## src/rtl/myy_oper_arbiter.sv

```systemverilog
// myy_oper_arbiter: round-robin arbiter sharing one single-operation
// microprogram control unit between N_REQ requesters.
// Optional watchdog abort is built only when MYY_ARB_TIMEOUT_EN is defined;
// without it BUSY waits for sko indefinitely and err/err_flag are tied low.
module myy_oper_arbiter #(
  parameter int N_REQ   = 4,
  parameter int TIMEOUT = 64,
  parameter int SELW    = $clog2(N_REQ)
) (
  input  logic             clk,
  input  logic             set,
  input  logic [N_REQ-1:0] req,
  output logic [N_REQ-1:0] gnt,
  output logic [SELW-1:0]  sel,
  output logic             sno,
  input  logic             sko,
  output logic [N_REQ-1:0] done,
  output logic             busy,
  output logic             err,
  output logic             err_flag
);

  // Reject configurations outside the supported range at elaboration.
  if (N_REQ < 2 || N_REQ > 8) begin : g_bad_nreq
    $error("myy_oper_arbiter: N_REQ must be in 2..8");
  end
  if (TIMEOUT < 2 || TIMEOUT > 1024) begin : g_bad_timeout
    $error("myy_oper_arbiter: TIMEOUT must be in 2..1024");
  end

  typedef enum logic [1:0] {
    S_IDLE  = 2'd0,
    S_START = 2'd1,
    S_BUSY  = 2'd2,
    S_DONE  = 2'd3
  } state_t;

  state_t           state_q, state_d;
  logic [N_REQ-1:0] gnt_q, gnt_d;
  logic [SELW-1:0]  sel_q, sel_d;
  logic [SELW-1:0]  ptr_q, ptr_d;
  logic             sno_q, sno_d;
  logic [N_REQ-1:0] done_q, done_d;
  logic             busy_q, busy_d;

  logic             win_found;
  logic [SELW-1:0]  win_idx;
  logic [SELW-1:0]  cand;

`ifdef MYY_ARB_TIMEOUT_EN
  localparam int CNTW = $clog2(TIMEOUT);
  logic [CNTW-1:0]  cnt_q, cnt_d;
  logic             err_q, err_d;
  logic             err_flag_q, err_flag_d;
`endif

  // Round-robin pick: first set req bit scanning from ptr upward, wrapping.
  always_comb begin
    win_found = 1'b0;
    win_idx   = '0;
    cand      = '0;
    for (int i = 0; i < N_REQ; i++) begin
      cand = SELW'((int'(ptr_q) + i) % N_REQ);
      if (!win_found && req[cand]) begin
        win_found = 1'b1;
        win_idx   = cand;
      end
    end
  end

  // Next-state and next-output logic; pulses default low every cycle.
  always_comb begin
    state_d = state_q;
    gnt_d   = gnt_q;
    sel_d   = sel_q;
    ptr_d   = ptr_q;
    sno_d   = 1'b0;
    done_d  = '0;
`ifdef MYY_ARB_TIMEOUT_EN
    cnt_d      = '0;
    err_d      = 1'b0;
    err_flag_d = err_flag_q;
`endif
    case (state_q)
      S_IDLE: begin
        if (win_found) begin
          state_d = S_START;
          gnt_d   = {{(N_REQ-1){1'b0}}, 1'b1} << win_idx;
          sel_d   = win_idx;
          sno_d   = 1'b1;
        end
      end
      S_START: begin
        // sko is deliberately not looked at here: the unit has only just started.
        state_d = S_BUSY;
      end
      S_BUSY: begin
`ifdef MYY_ARB_TIMEOUT_EN
        cnt_d = cnt_q + CNTW'(1);
`endif
        if (sko) begin
          state_d = S_DONE;
          done_d  = gnt_q;
        end
`ifdef MYY_ARB_TIMEOUT_EN
        else if (cnt_q == CNTW'(TIMEOUT - 1)) begin
          // Watchdog abort: enter DONE without a done pulse.
          state_d    = S_DONE;
          err_d      = 1'b1;
          err_flag_d = 1'b1;
        end
`endif
      end
      S_DONE: begin
        state_d = S_IDLE;
        gnt_d   = '0;
        ptr_d   = (sel_q == SELW'(N_REQ - 1)) ? '0 : sel_q + SELW'(1);
      end
      default: begin
        state_d = S_IDLE;
        gnt_d   = '0;
      end
    endcase
    busy_d = (state_d != S_IDLE);
  end

  // State and registered outputs; everything clears while set is low.
  always_ff @(posedge clk or negedge set) begin
    if (!set) begin
      state_q <= S_IDLE;
      gnt_q   <= '0;
      sel_q   <= '0;
      ptr_q   <= '0;
      sno_q   <= 1'b0;
      done_q  <= '0;
      busy_q  <= 1'b0;
`ifdef MYY_ARB_TIMEOUT_EN
      cnt_q      <= '0;
      err_q      <= 1'b0;
      err_flag_q <= 1'b0;
`endif
    end else begin
      state_q <= state_d;
      gnt_q   <= gnt_d;
      sel_q   <= sel_d;
      ptr_q   <= ptr_d;
      sno_q   <= sno_d;
      done_q  <= done_d;
      busy_q  <= busy_d;
`ifdef MYY_ARB_TIMEOUT_EN
      cnt_q      <= cnt_d;
      err_q      <= err_d;
      err_flag_q <= err_flag_d;
`endif
    end
  end

  assign gnt  = gnt_q;
  assign sel  = sel_q;
  assign sno  = sno_q;
  assign done = done_q;
  assign busy = busy_q;

`ifdef MYY_ARB_TIMEOUT_EN
  assign err      = err_q;
  assign err_flag = err_flag_q;
`else
  assign err      = 1'b0;
  assign err_flag = 1'b0;
`endif

endmodule
```

## config.mk

```make
export PLATFORM = sky130hd
export DESIGN_NAME = myy_oper_arbiter
export DESIGN_NICKNAME = d
export VERILOG_FILES = /design/src/rtl/myy_oper_arbiter.sv
export SDC_FILE = /design/constraint.sdc
export NUM_CORES = 1
export LEC_CHECK = 0
export ABC_AREA = 1
export CAP_MARGIN = 40
export CORE_MARGIN = 4
export CORE_UTILIZATION = 45
export DETAILED_ROUTE_END_ITERATION = 12
export MAX_ROUTING_LAYER = met4
export PLACE_DENSITY_LB_ADDON = 0.1
export SYNTH_ARGS = -nofsm -noshare
export SYNTH_HDL_FRONTEND = slang
export SYNTH_SLANG_ARGS = --single-unit
```

## constraint.sdc

```tcl
create_clock -name clk -period 1.75 [get_ports clk]
set_input_delay 0.4375 -clock clk [delete_from_list [all_inputs] [get_ports clk]]
set_output_delay 0.4375 -clock clk [all_outputs]
set_load 0.01 [all_outputs]
```

==> parameters.txt, run 1 <==
Parameter                              Value

Synthesis
  Post-synthesis cell area ... between 1000 and 1500 µm²
  Synthesized flop and latch total ... 16
  Cell type contributing the most total cell area after synthesis ... sky130_fd_sc_hd__dfrtp_1
  Synthesis warning total ... 0
  Yosys top cell area share ... 0.3778
  Synthesized netlist cell count ... between 100 and 150
  Number of distinct library cell variants in the gate-level netlist after synthesis ... 23
  Post-Syn Area per Cell ... between 7 and 8 µm²
  Share of the yosys chip area belonging to registers ... 0.3778
  Proportion of synthesized flip-flops having asynchronous set or reset ... 1.000
  Top FF cell, synth ... sky130_fd_sc_hd__dfrtp_1
  Synth cell count leaders ... 48 x sky130_fd_sc_hd__nand2_1, 17 x sky130_fd_sc_hd__inv_1, 16 x sky130_fd_sc_hd__dfrtp_1
  Biggest area contributors in the synthesized netlist ... sky130_fd_sc_hd__dfrtp_1 38%, sky130_fd_sc_hd__nand2_1 17%, sky130_fd_sc_hd__nand3_1 6.6%
  Most frequent cell after synthesis ... sky130_fd_sc_hd__nand2_1
  Number of enable-type register cells in the synthesized netlist ... 0

Placement
  Estimated wirelength of the detail-placed design ... around 1.6 mm
  Number of buffers inserted by port buffering ... 18
  Post-Place Cells ... 190
  RePlAce Congestion ... between 0.8 and 0.9
  Pre-CTS setup slack ... -169.9 ps

Global routing
  Maximum number of pins on one net before global-route repair ... 17
  Vias in the first global route ... roughly 770
  Leftover overflow at the end of global routing ... 0
  First-pass GRT wire length ... 3.325 mm
  GRT Resource Usage Total ... 0.1346
  Number of antenna violations at the first check in global routing ... 0

Die
  Die Outline Area ... ~3200 µm²
  Initial standard-cell utilization of the core ... 0.4745
  Die boundary width ... about 57 µm
  Number of placement rows ... 17
  Core outline area ... approximately 2200 µm²
  Height of the chip ... ~57 µm
  Ports placed on the boundary ... 21

Layout
  Share of the core filled with cells in the final layout ... 0.5854
  Ratio of cells with drive above 1 in the final layout ... 0.1697
  Layout overhead on the synthesized area ... 23.38%
  Cell Count, Final, Fillers Out ... 193
  Antenna diodes ... 0
  Layout net count ... roughly 180

Timing
  Tmin final ... around 1700 ps
  Least setup slack across all paths after layout ... between 70 and 80 ps
  Fin Setup TNS ... 0 ps
  Final setup violating endpoints ... 0
  Worst setup skew after layout ... between 5 and 6 ps
  Tcrit/Tclk final ... 0.9589
  Hold violation count in the final report ... 0
  Max Transition Viols Final ... 0
  Maximum clock rate ... around 600 MHz
  Setup repair after global routing missed its margin ... no

Critical path
  Setup crit start kind ... flop
  Critical Setup Path Class ... flop to output pin
  Critical Path Sink Type ... output pin
  Slack of the worst reg-to-reg path ... approximately 140 ps
  Slowest cell on crit path ... sky130_fd_sc_hd__clkdlybuf4s50_1
  FF-to-FF Start ... ptr_q[0]
  R2R depth ... 11
  Number of buffer and inverter instances along the worst setup path ... 1
  CP required ... 1310 ps
  Family with the most delay on the worst path ... buffers and inverters
  Arrival time reported for the critical path endpoint ... around 1200 ps
  Ordered list of cells on the worst path ... clkdlybuf4s50_1
  Largest stage delay, worst path ... between 500 and 600 ps
  Worst R2R End ... gnt[3]
  Worst-path fanout max ... 4

CTS
  Number of hold-repair buffers added at the cts stage ... 0
  TritonCTS clock tree ... built
  CTS H-Tree Depth ... 1
  Clock network latency to the later pin of the worst-skew pair ... 280 ps
  Sinks on Clock Net ... 16
  Num CTS Buffers ... 3
  Clock-pin slew on the worst setup and hold paths ... 90 ps
  Number of post-CTS setup repair buffers ... 0
  Maximum root-to-sink buffer count ... 2
  Cell at the root of the clock tree ... sky130_fd_sc_hd__clkbuf_4

Drt
  DRC violation count after routing ... 0
  Total Wirelength ... 1.917 mm
  Post-DR wirelength/cell ... between 9 and 10 µm
  DRT antenna net count ... 0
  Via density per instance ... 4.679
  Total via count in the routed design ... ~900
  First DRT Iteration DRCs ... 9
  1st-pass router iterations ... 4

Pwr
  Sum of internal, switching and leakage power ... about 2.3 mW
  Internal Dissipation ... around 1.2 mW
  Peak supply drop ... around 0.001 V
  Standby leakage power ... between 0.6 and 0.7 nW
  Clock power share ... 0.081
  P_sw ... 1.135 mW
  Part of the total power dissipated in combinational logic ... 0.662
  Seq pwr share ... 0.256
  Power density over cell area ... about 1800 nW/µm²
  Switching power share of the total ... 0.4932

Worst hold path
  Path class of the lowest-slack min-delay path ... input pin to asynchronous set/reset pin

Status
  Status ... completed

Run
  Max-Cap Viols ... 0
metrics by stage:
step	hold WS [ps]	area, µm²
after floorplan	141.9	1064
after global placement	504.8	1275
after detailed placement	514.6	1275
after CTS	473.3	1297
after global routing	489.1	1308
final	465.0	1308
placed cells by master (no fill, tap or decap):
cell type,Yosys,routed
sky130_fd_sc_hd__conb_1,1,2
sky130_fd_sc_hd__nand3_1,14,14
sky130_fd_sc_hd__o21ai_0,4,4
sky130_fd_sc_hd__nand2_4,2,1
sky130_fd_sc_hd__o21ai_1,2,2
sky130_fd_sc_hd__nor2_2,2,2
sky130_fd_sc_hd__nand2_2,7,7
sky130_fd_sc_hd__dfrtp_1,16,15
sky130_fd_sc_hd__nor2_1,8,8
sky130_fd_sc_hd__nand2_1,48,48
sky130_fd_sc_hd__o21ai_2,1,1
sky130_fd_sc_hd__clkbuf_4,0,3
sky130_fd_sc_hd__nand4_1,2,2
sky130_fd_sc_hd__inv_2,5,5
sky130_fd_sc_hd__nand3b_1,1,1
sky130_fd_sc_hd__dfrtp_2,0,1
sky130_fd_sc_hd__nand2_8,0,1
sky130_fd_sc_hd__ha_1,5,5
sky130_fd_sc_hd__clkdlybuf4s50_1,0,18
sky130_fd_sc_hd__nor2_8,1,1
sky130_fd_sc_hd__inv_1,17,17
sky130_fd_sc_hd__o21a_1,1,1
sky130_fd_sc_hd__nand3_2,1,1
sky130_fd_sc_hd__buf_4,2,3
sky130_fd_sc_hd__nand3_4,1,1
sky130_fd_sc_hd__nor2_4,1,1
worst max-delay path by stage:
| stage | from | endpoint | depth (start not counted) |
|---|---|---|---|
| 3_3_place_gp | req[3] | gnt[3] | 11 |
| 4_1_cts | sel[0] | sel[0] | 1 |
| 2_1_floorplan | ptr_q[0] | gnt[3] | 11 |
| 5_1_grt | ptr_q[0] | gnt[3] | 11 |
| 3_5_place_dp | req[2] | gnt[3] | 11 |
| 6_report | sel[0] | sel[0] | 1 |
power groups by stage:
stage / registers [mW] / logic, mW / clock network, mW
after floorplan: 0.613 / 1.12 / 0
after global placement: 0.590 / 1.48 / 0
after detailed placement: 0.594 / 1.52 / 0
after CTS: 0.587 / 1.52 / 0.191
after global routing: 0.608 / 1.73 / 0.216
final: 0.590 / 1.52 / 0.187
routing by layer:
metal | track usage | wire length (µm) | up-vias
li1 | - | - | 480
met1 | 0.1629 | 830 | 396
met2 | 0.2178 | 934 | 23
met3 | 0.01609 | 112 | 4
met4 | 0.07119 | 40 | 0
met5 | - | 0 | -
flip-flops by register name (all words and copies together), names as in the netlist:
signal / cells
ptr_q: 2
gnt: 4
done: 4
busy: 1
sel: 2
state_q: 2
sno: 1
layout make-up:
type,instances,area (µm²)
multi-input combinational,103,563.0
tap,28,35.03
inverter,22,82.58
clock buffer,3,22.52
sequential,16,401.6
timing repair buffer,21,202.7
fill,208,925.9
cell families after synthesis:
kind of cell | after synthesis | share of synthesized area
other cells | 1 | 0.003539
buf+inv | 25 | 0.1027
compound gates | 8 | 0.04369
fa+ha+maj | 5 | 0.05903
simple gates | 88 | 0.4132
flops | 16 | 0.3778
timing repair:
item	4_1_cts	5_1_grt
gates resized for setup	0	2
endpoints found under the hold margin	0	0
setup endpoints to repair	0	1
Note: power is estimated with default switching activity, not from simulation.
==> run 2, diff against run 1 <==
- ABC_AREA: 1 -> unset
==> run 2 against run 1 <==
  * Via count shrank 35%
  * Global-route usage grew 1.2 points
  * Area after synthesis shrank 28%
  * Synthesized cell count shrank 50%
  * Worst hold slack lost 9.6 ps
  * Clock power grew 29%
  * First-iteration DRC count shrank 44%
  * Critical endpoint unchanged
  * Sequential power shrank 1%
  * Critical path depth is the same
==> parameters.txt, run 2 <==
Parameter                              Value

Timing
  Fin Setup TNS ... 0 ps (unchanged)
  Max Transition Viols Final ... 0 (unchanged)
  Tmin final ... 1686 ps (+7.431 ps)
  Tcrit/Tclk final ... 0.9632 (+0.004246)
  Maximum clock rate ... 593.3 MHz (-0.44%)
  Final setup violating endpoints ... 0 (unchanged)
  Hold violation count in the final report ... 0 (unchanged)
  Worst setup skew after layout ... 8.162 ps (+2.864 ps)
  Setup repair after global routing missed its margin ... no

Global routing
  First-pass GRT wire length ... 2.587 mm (-22%)
  Met3 capacity usage during global routing ... 0.03058 (+0.01449)
  Met2 track demand over resource in global routing ... 0.2500 (+0.03218)
  GRT Resource Usage Total ... 0.1470 (+0.01238)
  Leftover overflow at the end of global routing ... 0 (unchanged)
  Vias in the first global route ... 603 (-22%)
  Number of antenna violations at the first check in global routing ... 0 (unchanged)
  Most heavily used metal layer in global routing ... met2
  Met1 track demand over resource in global routing ... 0.1624 (-0.0004305)
  Maximum number of pins on one net before global-route repair ... 17 (unchanged)

Pwr
  Internal Dissipation ... 1.010 mW (-13%)
  Sum of internal, switching and leakage power ... 1.565 mW (-32%)
  Clock power share ... 0.155 (+0.074)
  Power density over cell area ... 1526 nW/µm² (-13%)
  Switching power share of the total ... 0.3549 (-0.1383)
  Peak supply drop ... 0.001076 V (+7.9%)
  P_sw ... 555.5 µW (-51%)
  Part of the total power dissipated in combinational logic ... 0.472 (-0.190)
  Seq pwr share ... 0.373 (+0.117)
  Standby leakage power ... 0.5002 nW (-28%)

Synthesis
  Cell type contributing the most total cell area after synthesis ... sky130_fd_sc_hd__dfrtp_1
  Top FF cell, synth ... sky130_fd_sc_hd__dfrtp_1
  Synthesized netlist cell count ... 72 (-50%)
  Number of distinct library cell variants in the gate-level netlist after synthesis ... 25 (+8.7%)
  Synth cell count leaders ... 16 x sky130_fd_sc_hd__dfrtp_1, 6 x sky130_fd_sc_hd__o21ai_0
  Most frequent cell after synthesis ... sky130_fd_sc_hd__dfrtp_1
  Share of the yosys chip area belonging to registers ... 0.5246 (+0.1468)
  Yosys top cell area share ... 0.5246 (+0.1468)
  Synthesis warning total ... 0 (unchanged)
  Synthesized flop and latch total ... 16 (unchanged)
  Number of enable-type register cells in the synthesized netlist ... 0 (unchanged)
  Biggest area contributors in the synthesized netlist ... sky130_fd_sc_hd__dfrtp_1 52%, sky130_fd_sc_hd__ha_1 8.2%, sky130_fd_sc_hd__o21ai_0 3.9%
  Post-synthesis cell area ... 763.2 µm² (-28%)
  Post-Syn Area per Cell ... 10.60 µm² (+43%)
  Proportion of synthesized flip-flops having asynchronous set or reset ... 1.000 (unchanged)

Layout
  Layout net count ... 111 (-38%)
  Commonest non-fill, non-tap cell in the layout ... sky130_fd_sc_hd__clkdlybuf4s50_1
  Antenna diodes ... 0 (unchanged)
  Commonest cells after routing, fill and taps aside ... 18 x sky130_fd_sc_hd__clkdlybuf4s50_1, 16 x sky130_fd_sc_hd__dfrtp_1, 6 x sky130_fd_sc_hd__o21ai_0
  Ratio of cells with drive above 1 in the final layout ... 0.1735 (+0.003772)
  Cell Count, Final, Fillers Out ... 114 (-41%)
  Layout overhead on the synthesized area ... 34.43%

Critical path
  Ordered list of cells on the worst path ... clkdlybuf4s50_1
  Setup crit start kind ... flop
  Family with the most delay on the worst path ... buffers and inverters
  Number of buffer and inverter instances along the worst setup path ... 1 (unchanged)
  Largest stage delay, worst path ... 550 ps (about the same)
  Critical Setup Path Class ... flop to output pin
  Slack of the worst reg-to-reg path ... 270 ps (+130 ps)
  CP required ... 1310 ps (about the same)
  Worst-path fanout max ... 4 (unchanged)
  Slowest cell on crit path ... sky130_fd_sc_hd__clkdlybuf4s50_1
  Critical Path Sink Type ... output pin
  Arrival time reported for the critical path endpoint ... 1250 ps (about the same)

Die
  Die boundary width ... 49.19 µm (-13%)
  Core outline area ... 1559 µm² (-30%)
  Die Outline Area ... 2419 µm² (-24%)
  Height of the chip ... 49.19 µm (-13%)
  Number of placement rows ... 14 (-3)
  Ports placed on the boundary ... 21 (unchanged)
  Initial standard-cell utilization of the core ... 0.4896 (+0.01506)

Drt
  Total Wirelength ... 1.464 mm (-24%)
  1st-pass router iterations ... 4 (unchanged)
  Post-DR wirelength/cell ... 12.84 µm (+29%)
  First DRT Iteration DRCs ... 5 (-4)
  Total via count in the routed design ... 584 (-35%)
  DRT antenna net count ... 0 (unchanged)
  DRC violation count after routing ... 0 (unchanged)
  Via density per instance ... 5.123 (+9.5%)

CTS
  Cell at the root of the clock tree ... sky130_fd_sc_hd__clkbuf_4
  Num CTS Buffers ... 3 (unchanged)
  CTS H-Tree Depth ... 1 (unchanged)
  Sinks on Clock Net ... 16 (unchanged)
  Clock network latency to the later pin of the worst-skew pair ... 290 ps (about the same)
  Number of post-CTS setup repair buffers ... 0 (unchanged)
  Cts repair resizes ... 0 (unchanged)
  Number of hold-repair buffers added at the cts stage ... 0 (unchanged)
  Clock-pin slew on the worst setup and hold paths ... 100 ps (about the same)
  TritonCTS clock tree ... built
  Maximum root-to-sink buffer count ... 2 (unchanged)

Placement
  Number of buffers inserted by port buffering ... 18 (unchanged)
  Post-Place Cells ... 110 (-42%)
  Estimated wirelength of the detail-placed design ... 1.125 mm (-30%)
  RePlAce Congestion ... 0.8863 (+1.5%)

Worst hold path
  Path class of the lowest-slack min-delay path ... input pin to asynchronous set/reset pin

Run
  Max-Cap Viols ... 0 (unchanged)

Status
  Status ... completed
==> run 2: changes by cell type after synthesis, moves of 3 or more <==
cell,delta
sky130_fd_sc_hd__nand2b_1,+3
sky130_fd_sc_hd__nand2_2,-7
sky130_fd_sc_hd__nand3_1,-14
sky130_fd_sc_hd__a21oi_1,+5
sky130_fd_sc_hd__nor2_1,-4
sky130_fd_sc_hd__inv_2,-4
sky130_fd_sc_hd__inv_1,-12
sky130_fd_sc_hd__and3_1,+4
sky130_fd_sc_hd__nand2_1,-43
==> run 2: cells by family (layout without fill, tap and decap cells) <==
logic type	Yosys count	count (layout)	synth area share
adders and majority gates	5	5	0.08197
buffers and inverters	8	33	0.04917
and+or+nand+nor	22	22	0.1623
DFF	16	16	0.5246
AOI/OAI and AO/OA	18	18	0.1426
other	1	2	0.004913
muxes	2	2	0.03442
==> run 2: cell type report <==
type	instances	area (µm²)
clock buffers	4	36.28
fillers	116	533.0
inverters	6	22.52
multi-input cells	49	329.1
flip-flops and latches	16	400.4
well taps	16	20.02
repair buffers	23	217.7
==> run 2: routing by layer <==
| metal | wire, µm | vias to the layer above | share of wire |
|---|---|---|---|
| met4 | 29 | 0 | 0.020 |
| met5 | 0 | - | 0 |
| met2 | 736 | 14 | 0.50 |
| met1 | 633 | 273 | 0.43 |
| met3 | 63 | 4 | 0.043 |
| li1 | - | 293 | - |
==> run 2: final timing paths <==
path,from,endpoint,cells past startpoint
max,sel[0],sel[0],1
min,set,sel[0],2
max reg2reg,state_q[0],gnt[1],5
min reg2reg,gnt[1],gnt[1],1
max in group asynchronous,set,state_q[1],2
min in group clk,gnt[1],gnt[1],1
==> run 2: metrics by stage <==
stage	worst slack, ps	util	hold slack (ps)	area [µm²]
2_1_floorplan	352.3	-	141.9	767.0
3_5_place_dp	-196.5	0.6348	509.6	989.7
3_3_place_gp	-167.1	0.6348	512.3	989.7
6_report	64.41	0.6581	455.4	1026
5_1_grt	3.237	0.6581	467.1	1026
4_1_cts	58.14	0.6581	467.4	1026
==> run 2: worst register-to-register path: stages (launching register included) <==
cell,delay [ps]
sky130_fd_sc_hd__dfrtp_1,360
sky130_fd_sc_hd__inv_1,80
sky130_fd_sc_hd__ha_1,250
sky130_fd_sc_hd__and2_2,190
sky130_fd_sc_hd__or2_2,300
sky130_fd_sc_hd__a22o_1,180
==> run 2: power by group through the flow <==
stage                     sequential, mW  clock (mW)  combinational, mW
after global placement             0.588           0              0.726
after floorplan                    0.619           0              0.405
after global routing               0.612       0.270              0.825
final                              0.584       0.242              0.739
after detailed placement           0.592           0              0.741
after CTS                          0.584       0.251              0.742
==> run 3, diff against run 2 <==
- clock period: 1.75 -> 1.7 ns (I/O delays scaled with it)
==> run 3 against run 2 <==
  * Register-to-register slack got worse by 50 ps
  * Sequential power increased by 2%
  * Via count increased by 0.51%
  * Global-route usage unchanged
  * Power increased by 3.8%
  * Wire length increased by 0.41%
  * Critical path type is now input pin to flop
==> parameters.txt, run 3 (synthesis gave the netlist of run 2 again) <==
Parameter                              Value

Placement
  Post-placement cell area ... 989.7 µm² (unchanged)
  Estimated wirelength of the detail-placed design ... 1.125 mm (unchanged)
  Pre-CTS setup slack ... -234.0 ps (-37.50 ps)
  Number of buffers inserted by port buffering ... 18 (unchanged)
  RePlAce Congestion ... 0.8863 (unchanged)
  Post-Place Cells ... 110 (unchanged)

Drt
  Total via count in the routed design ... 587 (+0.51%)
  Post-DR wirelength/cell ... 12.78 µm (-0.46%)
  DRT antenna net count ... 0 (unchanged)
  DRC violation count after routing ... 0 (unchanged)
  First DRT Iteration DRCs ... 5 (unchanged)
  1st-pass router iterations ... 4 (unchanged)
  Total Wirelength ... 1.470 mm (+0.41%)
  Via density per instance ... 5.104 (-0.36%)

Layout
  Antenna diodes ... 0 (unchanged)
  Cell Count, Final, Fillers Out ... 115 (+0.88%)
  Commonest non-fill, non-tap cell in the layout ... sky130_fd_sc_hd__clkdlybuf4s50_1
  Fill cell count ... 115 (-0.86%)
  Layout overhead on the synthesized area ... 35.41%
  Layout net count ... 112 (+0.90%)
  Commonest cells after routing, fill and taps aside ... 18 x sky130_fd_sc_hd__clkdlybuf4s50_1, 16 x sky130_fd_sc_hd__dfrtp_1, 6 x sky130_fd_sc_hd__o21ai_0, 6 x sky130_fd_sc_hd__buf_4
  Ratio of cells with drive above 1 in the final layout ... 0.1818 (+0.008349)
  Post-Layout Inst Area ... 1033 µm² (+0.73%)

Die
  Number of placement rows ... 14 (unchanged)
  Die boundary width ... 49.19 µm (unchanged)
  Core outline area ... 1559 µm² (unchanged)
  Initial standard-cell utilization of the core ... 0.4896 (unchanged)
  Height of the chip ... 49.19 µm (unchanged)
  Die Outline Area ... 2419 µm² (unchanged)
  Ports placed on the boundary ... 21 (unchanged)

Run
  Max-Cap Viols ... 0 (unchanged)

Timing
  Setup repair after global routing missed its margin ... yes
  Worst setup skew after layout ... 8.212 ps (+0.04968 ps)
  Tmin final ... 1649 ps
  Max Transition Viols Final ... 0 (unchanged)
  Hold violation count in the final report ... 0 (unchanged)
  Maximum clock rate ... between 600 and 700 MHz
  Final setup violating endpoints ... 0 (unchanged)
  Tcrit/Tclk final ... 0.9701
  Least setup slack across all paths after layout ... 50.87 ps (-13.54 ps)

Global routing
  Vias in the first global route ... 603 (unchanged)
  Number of antenna violations at the first check in global routing ... 0 (unchanged)
  GRT Resource Usage Total ... 0.1470 (unchanged)
  Maximum number of pins on one net before global-route repair ... 17 (unchanged)
  Leftover overflow at the end of global routing ... 0 (unchanged)
  First-pass GRT wire length ... 2.587 mm (unchanged)

Pwr
  Standby leakage power ... 0.5053 nW (+1.0%)
  Sum of internal, switching and leakage power ... 1.625 mW (+3.8%)
  Power density over cell area ... 1573 nW/µm² (+3.1%)
  Peak supply drop ... 0.001109 V (+3.1%)

Critical path
  Setup crit start kind ... input pin
  Critical Path Sink Type ... flop
  Worst-path fanout max ... 4 (unchanged)
  CP required ... 1870 ps (+560 ps)
  Arrival time reported for the critical path endpoint ... 1820 ps (+570 ps)
  Critical Setup Path Class ... input pin to flop

CTS
  Sinks on Clock Net ... 16 (unchanged)
  CTS H-Tree Depth ... 1 (unchanged)
  Cts repair resizes ... 0 (unchanged)
  Number of hold-repair buffers added at the cts stage ... 0 (unchanged)
  Cell at the root of the clock tree ... sky130_fd_sc_hd__clkbuf_4
  Num CTS Buffers ... 3 (unchanged)
  TritonCTS clock tree ... built
  Clock-pin slew on the worst setup and hold paths ... 100 ps (about the same)
  Clock network latency to the later pin of the worst-skew pair ... 290 ps (about the same)
  Maximum root-to-sink buffer count ... 2 (unchanged)

Status
  Status ... completed

Worst hold path
  Path class of the lowest-slack min-delay path ... input pin to asynchronous set/reset pin
## run 3: final cells by class
cell class	instances	area (µm²)	share of cell area
inverter	6	22.52	0.02179
timing repair buffer	24	225.2	0.2179
sequential	16	400.4	0.3874
multi-input combinational	49	329.1	0.3184
tap	16	20.02	0.01937
clock buffer	4	36.28	0.03511
## run 3: path summary, 6_finish.rpt
| kind | start | end | slack (ps) | depth (start not counted) |
|---|---|---|---|---|
| setup / recovery | req[0] | gnt[1] | 50 | 6 |
| hold / removal | set | sel[0] | 440 | 2 |
| setup reg to reg | state_q[0] | gnt[1] | 220 | 5 |
| hold reg to reg | gnt[1] | gnt[1] | 530 | 1 |
| max in group asynchronous | set | state_q[1] | 1070 | 2 |
| min in group clk | gnt[1] | gnt[1] | 530 | 1 |
## run 3: worst max-delay path: stages
cell	delay, ps
sky130_fd_sc_hd__clkdlybuf4s50_1	480
sky130_fd_sc_hd__a21oi_1	160
sky130_fd_sc_hd__o21ai_0	80
sky130_fd_sc_hd__a21oi_1	320
sky130_fd_sc_hd__nor3_1	110
sky130_fd_sc_hd__a22o_1	240
## run 3: power breakdown
group          internal, mW  switching, mW
clock                 0.130          0.119
sequential            0.515         0.0801
combinational         0.406          0.374
## run 3: what timing repair did
| item | CTS | global route |
|---|---|---|
| setup endpoints to repair | 0 | 4 |
| hold endpoints to repair | 0 | 0 |
| buffers inserted | 0 | 1 |
## run 3: layer usage
layer	GRT usage	wire length, µm	up-vias
met3	0.03058	78	4
met1	0.1624	622	272
met4	0.07109	29	0
met5	-	0	-
met2	0.2500	739	16
li1	-	-	295
## run 3: through the flow
| step | hold slack (ps) | util | setup TNS, ps |
|---|---|---|---|
| 2_1_floorplan | 129.4 | - | 0 |
| 3_3_place_gp | 512.3 | 0.6348 | -1142 |
| 3_5_place_dp | 509.6 | 0.6348 | -1418 |
| 4_1_cts | 454.9 | 0.6581 | 0 |
| 5_1_grt | 454.6 | 0.6629 | -48.30 |
| 6_report | 442.9 | 0.6629 | 0 |
==> variant 1, RTL diff (config.mk and constraints of run 1) <==
Change the parameter `N_REQ` from 4 to 8.
--- a/src/rtl/myy_oper_arbiter.sv
+++ b/src/rtl/myy_oper_arbiter.sv
@@ -4,5 +4,5 @@
 // without it BUSY waits for sko indefinitely and err/err_flag are tied low.
 module myy_oper_arbiter #(
-  parameter int N_REQ   = 4,
+  parameter int N_REQ   = 8,
   parameter int TIMEOUT = 64,
   parameter int SELW    = $clog2(N_REQ)
Interface: changed (resized done, gnt, req and sel); port bits go from 21 to 34. The function was not compared with the original's and may differ.
==> variant 1 against run 1 <==
Clock skew shrank 0.0040 ns; cell count grew 99%; cell area grew 110%; non-clock buffer count grew 55; critical path depth grew 13; wire length grew to 2.5 times the old value; global-route usage grew 6.9 points; the run now ends with setup timing left; setup slack lost 0.63 ns; synthesized area grew 75%; sequential cell count grew 10; first-iteration DRC count grew to 12 times the old value.
Power is left out: the tool's default activity adds up to more than one toggle a clock period on the data nets, which glitch-free logic cannot reach.
==> variant 1: results (changes against run 1) <==
Run status
  • Status: finished, violations left
  • Failing checks: setup timing

Setup path
  • Reg-to-reg critical path endpoint: gnt[0]$_DFFE_PN0P_
  • FF-to-FF path depth: 14 (+3)
  • Worst path slowest cell: dfrtp_1
  • Worst path max stage delay: 0.43 ns (-0.13 ns)
  • CP Max Fanout: 6 (+2)

Global routing
  • Met3 usage: 0.0319 (+0.0158)
  • Global Route Usage Sum: 0.204 (+0.0690)
  • Global Route met1 Usage: 0.290 (+0.127)
  • Vias in the first global route: 1771 (+130%)
  • Met2 usage: 0.310 (+0.0926)
  • Global-route wire length before repair: 8180 µm (+150%)
  • Largest net degree at the start of global routing: 27 (+10)

Layout
  • #MultiIn Comb: 209 (+100%)
  • Fraction of area in non-clock buffers: 0.240 (+0.0854)
  • Layout cell share with drive strength beyond 1: 0.269 (+0.0990)
  • Filler cells: 345 (+66%)
  • Clock-cell share: 0.0203 (+0.00308)
  • Clock buf count: 4 (+1)
  • Bufs w/o clock: 76 (+260%)
  • Multi-input combinational area share: 0.446 (+0.0152)
  • Nonclk inv count: 20 (-9.1%)
  • Reg area: 651 µm² (+62%)
  • Fin nets: 351 (+96%)

Routing
  • Vias: 1928 (+110%)
  • Detail Route met2 WL: 2240 µm (+140%)
  • WL met1: 2360 µm (+180%)
  • Met3 wire len: 239 µm (+110%)

STA
  • Setup TNS Final: -7.03 ns (-7.03 ns)
  • Final Skew: 0.00129 ns (-0.00401 ns)
  • Final setup viols: 14 (+14)
  • Post-layout worst setup margin: -0.560 ns (-0.631 ns)

Yosys
  • Top post-synthesis cells by area: dfrtp_1, nand2_1, nand3_1, nor2_1, inv_1
  • Commonest cells post-synth: nand2_1, nand3_1, nor2_1, dfrtp_1, inv_1
  • Register area share after synthesis: 0.350 (-0.0279)

Placement
  • GPL Wtd Cong: 0.857 (-1.8%)
  • DP HPWL: 3860 µm (+140%)
  • Port-buffer cells: 31 (+13)
[variant 1: cell types whose count changed after synthesis, moves of 3 or more]
cell	before	now
nand3_1	14	42
dfrtp_1	16	26
nand3_2	1	4
nand4_1	2	7
nor2_1	8	37
nand2_1	48	81
[variant 1: cell families after synthesis]
logic type | share of synthesized area
AO/OA/AOI/OAI | 0.0363
XOR/XNOR | 0.0269
adder cells (fa/ha/maj) | 0.0269
buffers and inverters | 0.0754
flip-flops | 0.350
other | 0.00202
AND/OR/NAND/NOR | 0.483
[variant 1: stage by stage]
step	util	cell area, µm²	setup slack (ns)	std cells	hold slack (ns)
6_report	0.678	2710	-0.560	385	0.534
5_1_grt	0.678	2710	-0.746	385	0.543
4_1_cts	0.649	2600	-0.470	381	0.535
2_1_floorplan	-	1910	-0.475	264	0.142
3_5_place_dp	0.626	2500	-0.744	374	0.521
3_3_place_gp	0.626	2500	-0.708	374	0.518
[variant 1: repair_timing]
action                                  CTS  global route
resized for setup                         5            18
endpoints found under the setup margin   14            14
gates cloned                              0             0
pin swaps                                 9            11
buffers inserted                          3             4
[variant 1: worst max-delay path by stage]
stage / startpoint / end / slack, ns
floorplan: ptr_q[0]$_DFFE_PN0P_ / busy$_DFF_PN0_ / -0.48
global placement: req[1] / gnt[7]$_DFFE_PN0P_ / -0.71
detailed placement: req[1] / gnt[6]$_DFFE_PN0P_ / -0.74
CTS: ptr_q[0]$_DFFE_PN0P_ / gnt[0]$_DFFE_PN0P_ / -0.47
global route: ptr_q[1]$_DFFE_PN0P_ / gnt[7]$_DFFE_PN0P_ / -0.75
finish: ptr_q[0]$_DFFE_PN0P_ / gnt[0]$_DFFE_PN0P_ / -0.56
==> variant 2, RTL diff (config.mk and constraints of run 1) <==
Made on the original files. Encoding of `state_t`: now Gray code (2 bits for 4 states).
--- a/src/rtl/myy_oper_arbiter.sv
+++ b/src/rtl/myy_oper_arbiter.sv
@@ -30,8 +30,8 @@
 
   typedef enum logic [1:0] {
-    S_IDLE  = 2'd0,
-    S_START = 2'd1,
-    S_BUSY  = 2'd2,
-    S_DONE  = 2'd3
+    S_IDLE  = 2'b00,
+    S_START = 2'b01,
+    S_BUSY  = 2'b11,
+    S_DONE  = 2'b10
   } state_t;
 
Behaviour: same outputs for any inputs over 10 cycles, from zero or initial values; not proved beyond that.
==> variant 2 against run 1 <==
Maximum frequency fell by 0.72%; synthesized area fell by 4.5%; setup slack got worse by 0.012 ns; combinational power rose by 9%; die area fell by 3.9%; wire length rose by 19%; sequential cell count did not move; global-route usage rose by 1.9 points; cell area fell by 0.86%; total power rose by 6.4%; non-clock buffer count rose by 3; critical endpoint is now gnt[0]$_DFFE_PN0P_; largest cell class unchanged; largest power group unchanged; highest routed layer unchanged.
==> variant 2: results (changes against run 1) <==
Yosys
  • Yosys warnings: 0 (unchanged)
  • Synth unique cells: 26 (+13%)
  • Commonest cells post-synth: nand2_1, dfrtp_1, nand3_1, inv_1, nor2_1
  • Register area share after synthesis: 0.396 (+0.0177)
  • Top post-synthesis cells by area: dfrtp_1, nand2_1, nand3_1, inv_1, nand2_4
  • Syn Area/Cell: 7.61 µm² (+2.7%)
  • Post-synth EDFFs: 0 (unchanged)

Placement
  • DP HPWL: 1740 µm (+8.5%)
  • Setup slack at placement: -0.317 ns (-0.147 ns)
  • GPL Wtd Cong: 0.820 (-6.1%)
  • Port-buffer cells: 18 (unchanged)
  • Placed Cells: 178 (-6.3%)
  • DP Area: 1230 µm² (-3.5%)

Setup path
  • CP Max Fanout: 6 (+2)
  • Reg2Reg Launch Point: ptr_q[0]$_DFFE_PN0P_
  • Beginning of the critical path: req[3]
  • Critical path arrival: 1.86 ns (+0.62 ns)

Hold path
  • Hold/Removal Path Class: in -> async

Routing
  • WL met1: 1080 µm (+30%)
  • DRT iter0 DRCs: 27 (+18)
  • Vias: 899 (-0.44%)
  • Top sig layer: met4
  • Pre-antenna DRT Iters: 4 (unchanged)
  • Detail Route met2 WL: 1090 µm (+16%)
  • Drt wl/cell: 12.5 µm (+25%)
  • Via density: 4.91 (+5.0%)
  • Met3 wire len: 99 µm (-12%)

Global routing
  • Global Route Usage Sum: 0.153 (+0.0187)
  • Antenna violations before repair: 0 (unchanged)
  • Met2 usage: 0.240 (+0.0220)
  • Met3 usage: 0.0466 (+0.0305)
  • Vias in the first global route: 809 (+4.8%)
  • Largest net degree at the start of global routing: 17 (unchanged)
  • Global Route met1 Usage: 0.205 (+0.0421)
  • Global-route wire length before repair: 3680 µm (+11%)

Clock network
  • Worst-Skew Late Latency: 0.28 ns (about the same)
  • Clock transition at path regs: 0.09 ns (about the same)
  • Clk buf depth: 2 (unchanged)
  • Root Driver: clkbuf_4
  • Number of H-tree levels: 1 (unchanged)
  • TritonCTS buffer count: 3 (unchanged)

Layout
  • Fin nets: 166 (-7.3%)
  • Layout cell share with drive strength beyond 1: 0.231 (+0.0611)

Pwr
  • Peak VDD IR: 1.13 mV (+13%)
  • Lkg Pwr: 0.676 nW (-2.4%)

STA
  • Final Skew: 0.00639 ns (+0.00109 ns)

Run status
  • Status: completed
## variant 2: kinds of logic (layout without fill, tap and decap cells)
group | count (synthesis) | count (layout) | share of synthesized area
and+or+nand+nor | 89 | 89 | 0.454
buffers and inverters | 18 | 40 | 0.0828
DFF | 16 | 16 | 0.396
AOI/OAI and AO/OA | 8 | 8 | 0.0519
adders and majority gates | 1 | 1 | 0.0124
other | 1 | 2 | 0.00370
## variant 2: worst paths after layout
path | end | slack (ns) | cells past startpoint
worst max-delay path | gnt[0]$_DFFE_PN0P_ | 0.06 | 10
worst min-delay path | ptr_q[0]$_DFFE_PN0P_ | 0.47 | 2
worst max register to register | gnt[0]$_DFFE_PN0P_ | 0.12 | 11
worst min register to register | done[2]$_DFF_PN0_ | 0.53 | 2
max in group asynchronous | ptr_q[1]$_DFFE_PN0P_ | 1.08 | 2
min in group clk | done[2]$_DFF_PN0_ | 0.53 | 2
## variant 2: critical path, cell delays in order
cell	delay [ns]
clkdlybuf4s50_1	0.49
inv_2	0.06
nand2_4	0.07
nand2_2	0.07
nand2_2	0.09
o21ai_4	0.08
o211ai_1	0.26
nand2_2	0.13
nand3_1	0.11
nand2_1	0.07
## variant 2: layout make-up
class | instances | area [µm²]
Fill cell | 200 | 746
Multi-Input combinational cell | 100 | 557
Sequential cell | 16 | 402
Timing Repair Buffer | 24 | 228
Inverter | 13 | 53.8
Tap cell | 27 | 33.8
Clock buffer | 3 | 22.5
## variant 2: what timing repair did
| item | 4_1_cts | 5_1_grt |
|---|---|---|
| buffers inserted | 0 | 2 |
| pin swaps | 2 | 4 |
| setup endpoints to repair | 2 | 3 |
| resized for setup | 2 | 9 |
| hold buffers | 0 | 0 |
## variant 2: power breakdown
part	internal [mW]	switching, mW
Combinational	0.650	1.00
Clock	0.0797	0.101
Sequential	0.499	0.117
Total	1.23	1.22
